### config.mk
export PLATFORM = sky130hd
export DESIGN_NAME = iquant
export DESIGN_NICKNAME = d
export VERILOG_FILES = /design/src/rtl/iquant_pkg.sv /design/src/rtl/iquant_sat.sv /design/src/rtl/iquant.sv
export SDC_FILE = /design/constraint.sdc
export NUM_CORES = 1
export LEC_CHECK = 0
export ABC_AREA = 1
export BUFFER_PORTS_ARGS = -buffer_cell sky130_fd_sc_hd__buf_2
export CAP_MARGIN = 20
export CORE_ASPECT_RATIO = 0.7
export CORE_MARGIN = 10
export CORE_UTILIZATION = 65
export CTS_CLUSTER_SIZE = 10
export DETAILED_ROUTE_END_ITERATION = 7
export HOLD_SLACK_MARGIN = 0.06
export PLACE_DENSITY = 0.91
export SLEW_MARGIN = 0
export SYNTH_ARGS = -nofsm -noshare
export SYNTH_HDL_FRONTEND = slang
export SYNTH_SLANG_ARGS = --single-unit
export TNS_END_PERCENT = 30
### constraint.sdc
create_clock -name clk -period 9.66 [get_ports clk]
set_clock_uncertainty 0.1 [all_clocks]
set_input_delay 0.483 -clock clk [delete_from_list [all_inputs] [get_ports clk]]
set_output_delay 0.483 -clock clk [all_outputs]
set_load 0.02 [all_outputs]
### src/rtl/iquant_pkg.sv
// iquant_pkg: shared widths, saturation limits, stage types and the coefficient multiply for iquant.
package iquant_pkg;
  localparam int COEF_W = 12;
  localparam int Q_W = 8;
  localparam int PROD_W = 20;
  localparam int OUT_W = 16;
  localparam int BLK_N = 64;
  localparam int IDX_W = $clog2(BLK_N);
  localparam logic signed [PROD_W-1:0] SAT_MAX = PROD_W'(32767);
  localparam logic signed [PROD_W-1:0] SAT_MIN = PROD_W'(-32768);
  typedef logic [IDX_W-1:0] idx_t;
  typedef struct packed {
    logic v;
    idx_t idx;
    logic signed [COEF_W-1:0] coef;
  } s1_t;
  typedef struct packed {
    logic v;
    idx_t idx;
    logic signed [OUT_W-1:0] coef;
  } s2_t;
  // Signed coef times unsigned matrix entry; the low PROD_W bits of the extended product are exact.
  function automatic logic signed [PROD_W-1:0] mul(input logic signed [COEF_W-1:0] c, input logic [Q_W-1:0] q);
    return {{(PROD_W-COEF_W){c[COEF_W-1]}}, c} * {{(PROD_W-Q_W){1'b0}}, q};
  endfunction
endpackage

### src/rtl/iquant_sat.sv
// iquant_sat: 20->16 bit product reduction; clamps when IQUANT_SAT_EN is defined, wraps otherwise.
module iquant_sat
  import iquant_pkg::*;
(
  input  logic signed [PROD_W-1:0] prod_i,
  output logic signed [OUT_W-1:0]  coef_o
);
`ifdef IQUANT_SAT_EN
  always_comb coef_o = prod_i > SAT_MAX ? OUT_W'(SAT_MAX) : prod_i < SAT_MIN ? OUT_W'(SAT_MIN) : prod_i[OUT_W-1:0];
`else
  logic unused_hi;
  assign unused_hi = ^prod_i[PROD_W-1:OUT_W];
  always_comb coef_o = prod_i[OUT_W-1:0];
`endif
endmodule

### src/rtl/iquant.sv
// iquant: two-stage dequantizer, out = in_coef x romq[idx], reduced to 16 bits.
// Define IQUANT_SAT_EN to saturate the product; otherwise it wraps.
module iquant
  import iquant_pkg::*;
(
  input  logic        clk,
  input  logic        rst,
  input  logic        in_valid,
  output logic        in_ready,
  input  logic [11:0] in_coef,
  output logic [5:0]  rom_a,
  input  logic [7:0]  rom_d,
  output logic        out_valid,
  input  logic        out_ready,
  output logic [15:0] out_coef,
  output logic        out_last
);
  idx_t idx_q, idx_d;
  s1_t s1_q, s1_d;
  s2_t s2_q, s2_d;
  logic stall, acc;
  logic signed [PROD_W-1:0] prod;
  logic signed [OUT_W-1:0] red;
  assign stall = s2_q.v && !out_ready;
  assign acc = in_valid && !stall;
  assign prod = mul(s1_q.coef, rom_d);
  iquant_sat u_sat (.prod_i(prod), .coef_o(red));
  always_comb begin
    idx_d = acc ? idx_q + 1'b1 : idx_q;
    s1_d = stall ? s1_q : s1_t'{v: acc, idx: idx_q, coef: in_coef};
    s2_d = stall ? s2_q : s2_t'{v: s1_q.v, idx: s1_q.idx, coef: red};
  end
  // While stalled, re-read S1's entry so rom_d is still correct when S1 finally advances.
  assign rom_a = (stall && s1_q.v) ? s1_q.idx : idx_q;
  assign in_ready = !stall;
  assign out_valid = s2_q.v;
  assign out_coef = s2_q.coef;
  assign out_last = s2_q.v && s2_q.idx == IDX_W'(BLK_N-1);
  always_ff @(posedge clk or posedge rst)
    if (rst) begin
      idx_q <= '0;
      s1_q <= '0;
      s2_q <= '0;
    end else begin
      idx_q <= idx_d;
      s1_q <= s1_d;
      s2_q <= s2_d;
    end
endmodule

==> results_tabular.tex, run 1 <==
\begin{tabular}{lr}
\hline
Metric & Value \\
\hline
\multicolumn{2}{l}{\textbf{Outcome}} \\
\quad Status & finished clean \\
\multicolumn{2}{l}{\textbf{STA}} \\
\quad Min cycle time layout & 4.51 ns \\
\quad Headroom to the max-slew limit & 0.619 \\
\quad Total Neg Setup Slack & 0 ns \\
\quad Least setup slack across all paths after layout & 5.15 ns \\
\quad Hold\_ws & 0.0553 ns \\
\quad Number of max-slew violations in the final report & 0 \\
\quad Final Hold Viols & 0 \\
\quad RSZ-0062 raised after global routing & no \\
\quad Tcrit/Tclk final & 0.467 \\
\quad Worst Max-Slew Pin Slew & about 0.57 ns \\
\quad Highest clock frequency the design can meet & roughly 220 MHz \\
\quad Setup violations, final & 0 \\
\multicolumn{2}{l}{\textbf{Synth}} \\
\quad Summed instance area of the synthesized netlist & roughly 0.0052 mm\^{}2 \\
\quad Post-synth net total & 791 \\
\quad Ys async rst share & 1.00 \\
\quad Synthesized-area fraction occupied by ao, oa, aoi and oai cells & 0.0500 \\
\quad XOR/XNOR Fraction of Synth Area & 0.0153 \\
\quad Unique masters post-synth & 33 \\
\quad Main combinational cell family by area after synthesis & adder cells \\
\quad Number of synthesized flops with an enable pin & 0 \\
\quad Average cell area after synthesis & about 7.6 um\^{}2 \\
\quad Number of synthesis warnings & 0 \\
\quad Sequential area share after synthesis & 0.233 \\
\quad Number of standard cells after synthesis & between 600 and 700 \\
\quad Post-synthesis adder-cell area fraction & 0.307 \\
\quad Fraction of synthesized area in multiplexers & 0 \\
\quad Commonest register cell after synthesis & dfrtp\_1 \\
\quad Count of state elements after synthesis & 48 \\
\quad Simple-gate portion of the synthesized area & 0.219 \\
\multicolumn{2}{l}{\textbf{Routing}} \\
\quad Post-DR vias/cell & 5.24 \\
\quad Routed length per instance & 15.0 um \\
\quad Remaining antenna violation count after routing & 0 \\
\quad Routed Wire Length & around 12 mm \\
\quad Total via count after detailed routing & between 4,000 and 5,000 \\
\quad Detailed-route DRC error count & 0 \\
\quad Initial drt markers & 378 \\
\quad Drt pass-1 iters & 5 \\
\multicolumn{2}{l}{\textbf{Setup path}} \\
\quad CP Data Required Time & 9.75 ns \\
\quad Critical path capture point type & register \\
\quad Cells along the critical path & nand2\_1 -> fa\_1 -> inv\_1 -> fa\_1 -> inv\_1 -> fa\_1 -> fa\_1 -> inv\_1 -> ha\_1 -> nand2\_2 -> nor2\_1 -> nand2\_1 -> nor2\_1 -> nor2\_1 -> inv\_1 -> nand3\_1 -> nand3\_1 -> nand2\_1 \\
\quad Arrival time at the worst endpoint & 4.60 ns \\
\quad Critical Path Max Stage Delay & roughly 0.59 ns \\
\quad Critical-path maximum fanout & 9 \\
\quad CP Buf/Inv Count & 4 \\
\quad Startpoint types & register \\
\quad Crit. path cell count & 18 \\
\quad Worst path top cell family by delay & adder cells \\
\quad Register-to-Register Path Depth & 18 \\
\quad Slowest library cell on the worst path & fa\_1 \\
\quad Worst Path Class, Setup & reg2reg \\
\multicolumn{2}{l}{\textbf{Clock network}} \\
\quad Hold buffer count at CTS & 0 \\
\quad Reg clk slew, reported paths & 0.08 ns \\
\quad TritonCTS Sinks & 48 \\
\quad Clock Latency Late Sink & 0.30 ns \\
\quad Largest buffer count on any clock path & 2 \\
\quad H-tree lvl count & 2 \\
\quad Root buffer selected by CTS & clkbuf\_16 \\
\quad Number of setup buffers added after CTS & 0 \\
\quad Number of buffers inserted during clock tree synthesis & 5 \\
\quad Post-cts repair resize count & 0 \\
\quad TritonCTS clock tree & done \\
\multicolumn{2}{l}{\textbf{Placed design}} \\
\quad I/O Buffers & 48 \\
\quad Placed wire-length estimate after detailed placement & about 9 mm \\
\quad Routability congestion estimate & roughly 0.95 \\
\quad Instance count after placement with tap cells included & between 700 and 800 \\
\quad Cell area after placement & roughly 0.0053 mm\^{}2 \\
\quad Worst setup timing slack at the placement stage & approximately 5.1 ns \\
\multicolumn{2}{l}{\textbf{Global route}} \\
\quad Overall overflow remaining after global route & 0 \\
\quad Largest net degree at the start of global routing & slightly below 50 \\
\quad Overall track demand over capacity in global routing & 0.207 \\
\quad Number of antenna violations at the first check in global routing & 0 \\
\quad Wire length of the first global-routing pass & 20.5 mm \\
\quad Via count of the first global-routing pass & approximately 4,300 \\
\multicolumn{2}{l}{\textbf{Die}} \\
\quad Die outline width & 126 um \\
\quad Row count & 27 \\
\quad Boundary pin count & roughly 50 \\
\quad Total core area & between 0.007 and 0.008 mm\^{}2 \\
\quad Starting Density & 0.661 \\
\quad Height of the chip & $\sim$95 um \\
\quad Die ar. & approximately 0.012 mm\^{}2 \\
\multicolumn{2}{l}{\textbf{Final layout}} \\
\quad Layout Nets & between 800 and 900 \\
\quad Layout cell share with drive strength beyond 1 & 0.122 \\
\quad Post-Route Utilization & 0.701 \\
\quad Commonest cells after routing, fill and taps aside & nand2\_1, inv\_1, fa\_1, dfrtp\_1, buf\_2 \\
\quad Area added between synthesis and finish & 6.07\% \\
\quad \# diodes & 0 \\
\quad Commonest non-fill, non-tap cell in the layout & nand2\_1 \\
\quad Fin area & between 0.005 and 0.006 mm\^{}2 \\
\quad Final cell count without fillers & about 800 \\
\multicolumn{2}{l}{\textbf{Power and ir drop}} \\
\quad Leakage power total & $\sim$3.4 nW \\
\quad Highest ir drop seen on vdd & about 0.00029 V \\
\quad Areal power density over the cells & $\sim$320 mW/mm\^{}2 \\
\quad Total chip power & $\sim$1.8 mW \\
\multicolumn{2}{l}{\textbf{Job}} \\
\quad Total of max-cap violations & 0 \\
\multicolumn{2}{l}{\textbf{Worst hold path}} \\
\quad Worst hold-check path type & in2async \\
\hline
\end{tabular}
-- cell usage after synthesis (all sizes together) (2+ instances only) --
library cell	count	area [um^2]
fa	59	1180
dfrtp	48	1200
nor2	14	52.6
o21ai	30	176
ha	32	400
xnor2	4	35.0
a21oi	10	50.1
clkbuf	17	63.8
inv	168	631
buf	28	211
nor4	2	27.5
nand3	20	115
nand4	3	18.8
or2	4	25.0
xor2	5	43.8
nand2	225	875
-- worst register-to-register path, cell delays in order (launching register included) --
cell and delay [ns]:
dfrtp_1 0.55, nand2_1 0.14, fa_1 0.59, inv_1 0.07
fa_1 0.51, inv_1 0.05, fa_1 0.47, fa_1 0.57
inv_1 0.05, ha_1 0.38, nand2_2 0.10, nor2_1 0.23
nand2_1 0.09, nor2_1 0.11, nor2_1 0.09, inv_1 0.07
nand3_1 0.09, nand3_1 0.10, nand2_1 0.06
-- logic make-up after synthesis --
group | after synthesis
AO/OA/AOI/OAI | 44
XOR/XNOR | 9
flip-flops | 48
adder cells (fa/ha/maj) | 91
AND/OR/NAND/NOR | 270
buffers and inverters | 214
-- final timing paths --
path	startpoint	to	slack [ns]
worst max-delay path	s1_q[7]	out_coef[15]	5.15
worst min-delay path	rst	s1_q[10]	0.06
worst max register to register	s1_q[7]	out_coef[15]	5.15
worst min register to register	out_coef[9]	out_coef[9]	0.38
max in group asynchronous	rst	out_coef[6]	8.89
min in group clk	in_coef[4]	s1_q[4]	0.27
-- area by class of cell --
class	count	area, um^2
clock buffer	5	125
fill	589	2330
clock inverter	3	68.8
inverter	169	636
tap	101	126
multi-input combinational	414	3050
sequential	48	1200
timing repair buffer	50	268
-- report_power, final --
group	leakage [nW]	internal, mW	total (mW)	switching, mW
clock	0.0944	0.150	0.239	0.0889
combinational	2.67	0.445	1.18	0.731
sequential	0.583	0.280	0.346	0.0658
-- state kept, by name, indices dropped and copies added (netlist names) --
register   flops
out_coef      16
out_valid      1
s1_q          19
idx_q          6
s2_q           6
-- routing by layer --
metal,up-vias,GRT usage,part of all wire
met1,2005,0.269,0.43
met2,157,0.352,0.48
met4,0,0.0482,0.012
met5,-,0,0
li1,1959,-,-
met3,17,0.0420,0.072
Note: power is estimated with default switching activity, not from simulation.
==> inputs of run 2 (changes only) <==
CORE_UTILIZATION = 55   (was 65)
PLACE_DENSITY = 0.83   (was 0.91)
clock period = 3.68 ns   (was 9.66 ns; I/O delays follow)
==> results_tabular.tex, run 2 (same netlist as run 1, synthesis figures left out) <==
\begin{tabular}{lr}
\hline
Metric & Value \\
\hline
\multicolumn{2}{l}{\textbf{Outcome}} \\
\quad Status & finished, violations left \\
\quad Violated checks & setup timing \\
\multicolumn{2}{l}{\textbf{Die}} \\
\quad Total core area & 0.00911 mm\^{}2 (+17\%) \\
\quad Boundary pin count & 49 (unchanged) \\
\quad Height of the chip & 101 um (+6.9\%) \\
\quad Row count & 29 (+7.4\%) \\
\quad Die outline width & 136 um (+7.3\%) \\
\quad Starting Density & 0.566 (-0.0946) \\
\quad Die ar. & 0.0137 mm\^{}2 (+15\%) \\
\multicolumn{2}{l}{\textbf{Power and ir drop}} \\
\quad Internal power consumption & 3.08 mW (+250\%) \\
\quad Fraction of power spent switching nets & 0.475 (-0.0281) \\
\quad Fraction of power consumed by combinational cells & 0.742 (+0.074) \\
\quad Power share of the sequential group & 0.152 (-0.044) \\
\quad Clock share of power & 0.106 (-0.029) \\
\quad Total chip power & 5.86 mW (+230\%) \\
\quad Areal power density over the cells & 934 mW/mm\^{}2 (+190\%) \\
\quad Leakage power total & 3.65 nW (+8.9\%) \\
\quad Switching component of the power & 2.78 mW (+210\%) \\
\quad Highest ir drop seen on vdd & 0.000544 V (+89\%) \\
\multicolumn{2}{l}{\textbf{STA}} \\
\quad Final Hold Viols & 0 (unchanged) \\
\quad Headroom to the max-slew limit & 0.636 (+0.0169) \\
\quad Number of max-slew violations in the final report & 0 (unchanged) \\
\quad Least setup slack across all paths after layout & -0.434 ns (-5.58 ns) \\
\quad Tcrit/Tclk final & 1.12 (+0.651) \\
\quad Setup violations, final & 9 (+9) \\
\quad Total Neg Setup Slack & -2.56 ns (-2.56 ns) \\
\quad Highest clock frequency the design can meet & 243 MHz (+9.7\%) \\
\quad Min cycle time layout & 4.11 ns (-0.399 ns) \\
\quad Worst Max-Slew Pin Slew & 0.545 ns (-0.0247 ns) \\
\quad Hold\_ws & 0.0635 ns (+0.00826 ns) \\
\quad RSZ-0062 raised after global routing & yes \\
\multicolumn{2}{l}{\textbf{Routing}} \\
\quad Post-DR vias/cell & 4.92 (-6.0\%) \\
\quad Total via count after detailed routing & 4,319 (+4.4\%) \\
\quad Drt pass-1 iters & 4 (-1) \\
\quad Routed Wire Length & 12.7 mm (+6.9\%) \\
\quad Remaining antenna violation count after routing & 0 (unchanged) \\
\quad Detailed-route DRC error count & 0 (unchanged) \\
\quad Routed length per instance & 14.4 um (-3.7\%) \\
\quad Initial drt markers & 255 (-33\%) \\
\multicolumn{2}{l}{\textbf{Clock network}} \\
\quad TritonCTS Sinks & 48 (unchanged) \\
\quad Root buffer selected by CTS & clkbuf\_16 \\
\quad H-tree lvl count & 2 (unchanged) \\
\quad Clock Latency Late Sink & 0.30 ns (about the same) \\
\quad Reg clk slew, reported paths & 0.07 ns (about the same) \\
\quad Number of buffers inserted during clock tree synthesis & 5 (unchanged) \\
\quad Largest buffer count on any clock path & 2 (unchanged) \\
\quad TritonCTS clock tree & done \\
\multicolumn{2}{l}{\textbf{Final layout}} \\
\quad Reg with most FFs & s1\_q \\
\quad Layout cell share with drive strength beyond 1 & 0.264 (+0.142) \\
\quad Final cell count without fillers & 877 (+11\%) \\
\quad Number of filler cells placed in the layout & 677 (+15\%) \\
\quad Post-Route Utilization & 0.689 (-0.0120) \\
\quad Commonest cells after routing, fill and taps aside & nand2\_1, inv\_1, fa\_1, buf\_4, buf\_2 \\
\quad Commonest non-fill, non-tap cell in the layout & nand2\_1 \\
\quad Area added between synthesis and finish & 21.7\% \\
\quad \# diodes & 0 (unchanged) \\
\quad Max FFs per register & 19 (unchanged) \\
\quad Layout Nets & 867 (+8.0\%) \\
\multicolumn{2}{l}{\textbf{Setup path}} \\
\quad R2r startpoint & s1\_q[5] \\
\quad Worst Path Class, Setup & reg2reg \\
\quad CP Data Required Time & 3.77 ns (-5.98 ns) \\
\quad Launching element of the worst setup path & s1\_q[5] \\
\quad Critical-path maximum fanout & 4 (-5) \\
\quad Setup slack of the most critical reg-to-reg path & -0.43 ns (-5.58 ns) \\
\quad Startpoint types & register \\
\quad Register-to-Register Path Depth & 18 (unchanged) \\
\quad Critical path capture point type & register \\
\quad Arrival time at the worst endpoint & 4.20 ns (-0.40 ns) \\
\quad Worst flop-to-flop path endpoint & out\_coef[13] \\
\multicolumn{2}{l}{\textbf{Global route}} \\
\quad Via count of the first global-routing pass & 4,600 (+6.2\%) \\
\quad Number of antenna violations at the first check in global routing & 0 (unchanged) \\
\quad Overall overflow remaining after global route & 0 (unchanged) \\
\quad Largest net degree at the start of global routing & 49 (unchanged) \\
\quad Wire length of the first global-routing pass & 21.7 mm (+5.8\%) \\
\quad Overall track demand over capacity in global routing & 0.194 (-0.0136) \\
\multicolumn{2}{l}{\textbf{Worst hold path}} \\
\quad Start point of the worst hold path & in\_valid \\
\quad Hold Path Cell Cnt & 3 \\
\quad Worst hold-check path type & in2reg \\
\quad Worst Hold Path EP & s1\_q[18] \\
\multicolumn{2}{l}{\textbf{Placed design}} \\
\quad I/O Buffers & 48 (unchanged) \\
\quad Placed wire-length estimate after detailed placement & 9.82 mm (+9.0\%) \\
\quad Instance count after placement with tap cells included & 850 (+8.8\%) \\
\quad Routability congestion estimate & 0.925 (-2.1\%) \\
\multicolumn{2}{l}{\textbf{Job}} \\
\quad Total of max-cap violations & 0 (unchanged) \\
\hline
\end{tabular}
==> run 2: cell count changes in the layout (fill, tap and decap cells not counted), moves of 9 or more <==
cell           previous run  this run
inv_1                   166       154
buf_4                     1        50
dfrtp_2                   0         9
nand2_1                 215       201
inv_2                     2        14
dfrtp_1                  48        39
dlygate4sd3_1             0        13
nand2_2                   9        21
==> run 2: power groups by stage <==
stage	Clock, mW	Sequential (mW)	Combinational (mW)
after floorplan	0	0.830	2.88
after global placement	0	0.879	3.67
after detailed placement	0	0.889	3.83
after CTS	0.630	0.883	4.01
after global routing	0.649	0.912	4.85
final	0.624	0.890	4.35
==> run 2: layer usage <==
layer / global-route usage / wire [um] / part of all wire
met5: 0 / 0 / 0
met4: 0.0528 / 172 / 0.014
met3: 0.0274 / 704 / 0.056
met2: 0.323 / 6060 / 0.48
met1: 0.257 / 5730 / 0.45
==> run 2: worst max-delay path by stage <==
stage	to
after global placement	out_coef[15]
after floorplan	out_coef[13]
after global routing	out_coef[15]
final	out_coef[13]
after CTS	out_coef[15]
after detailed placement	out_coef[15]
==> run 2: timing repair <==
action / 4_1_cts / 5_1_grt
hold buffers: 12 / 1
endpoints found under the setup margin: 9 / 10
hold endpoints to repair: 12 / 48
pin swaps: 8 / 37
setup buffers: 0 / 5
gates resized for setup: 17 / 37
==> run 2: layout make-up <==
type | instances | area [um^2] | area share
well taps | 124 | 155 | 0.0247
multi-input cells | 414 | 3290 | 0.524
flip-flops and latches | 48 | 1210 | 0.193
clock buffers | 5 | 125 | 0.0199
clock inverters | 3 | 68.8 | 0.0110
inverters | 169 | 636 | 0.101
repair buffers | 114 | 788 | 0.126
==> run 2: through the flow <==
| step | cell area, um^2 | worst slack [ns] |
|---|---|---|
| finish | 6270 | -0.434 |
| global route | 6270 | -0.558 |
| CTS | 6120 | -0.375 |
| detailed placement | 5750 | -0.506 |
| global placement | 5750 | -0.382 |
| floorplan | 5330 | -0.132 |
==> run 2: worst max-delay path, cell delays in order (launching register included) <==
cell     delay (ns)
dfrtp_2        0.45
buf_6          0.14
nand2_2        0.05
inv_2          0.04
fa_2           0.57
fa_1           0.43
fa_1           0.51
inv_2          0.04
fa_1           0.57
inv_2          0.05
ha_4           0.30
nand2_4        0.08
nor2_1         0.17
nand3_1        0.10
nand3_1        0.11
buf_4          0.11
nand2_1        0.05
nand3_1        0.08
nand2_1        0.06
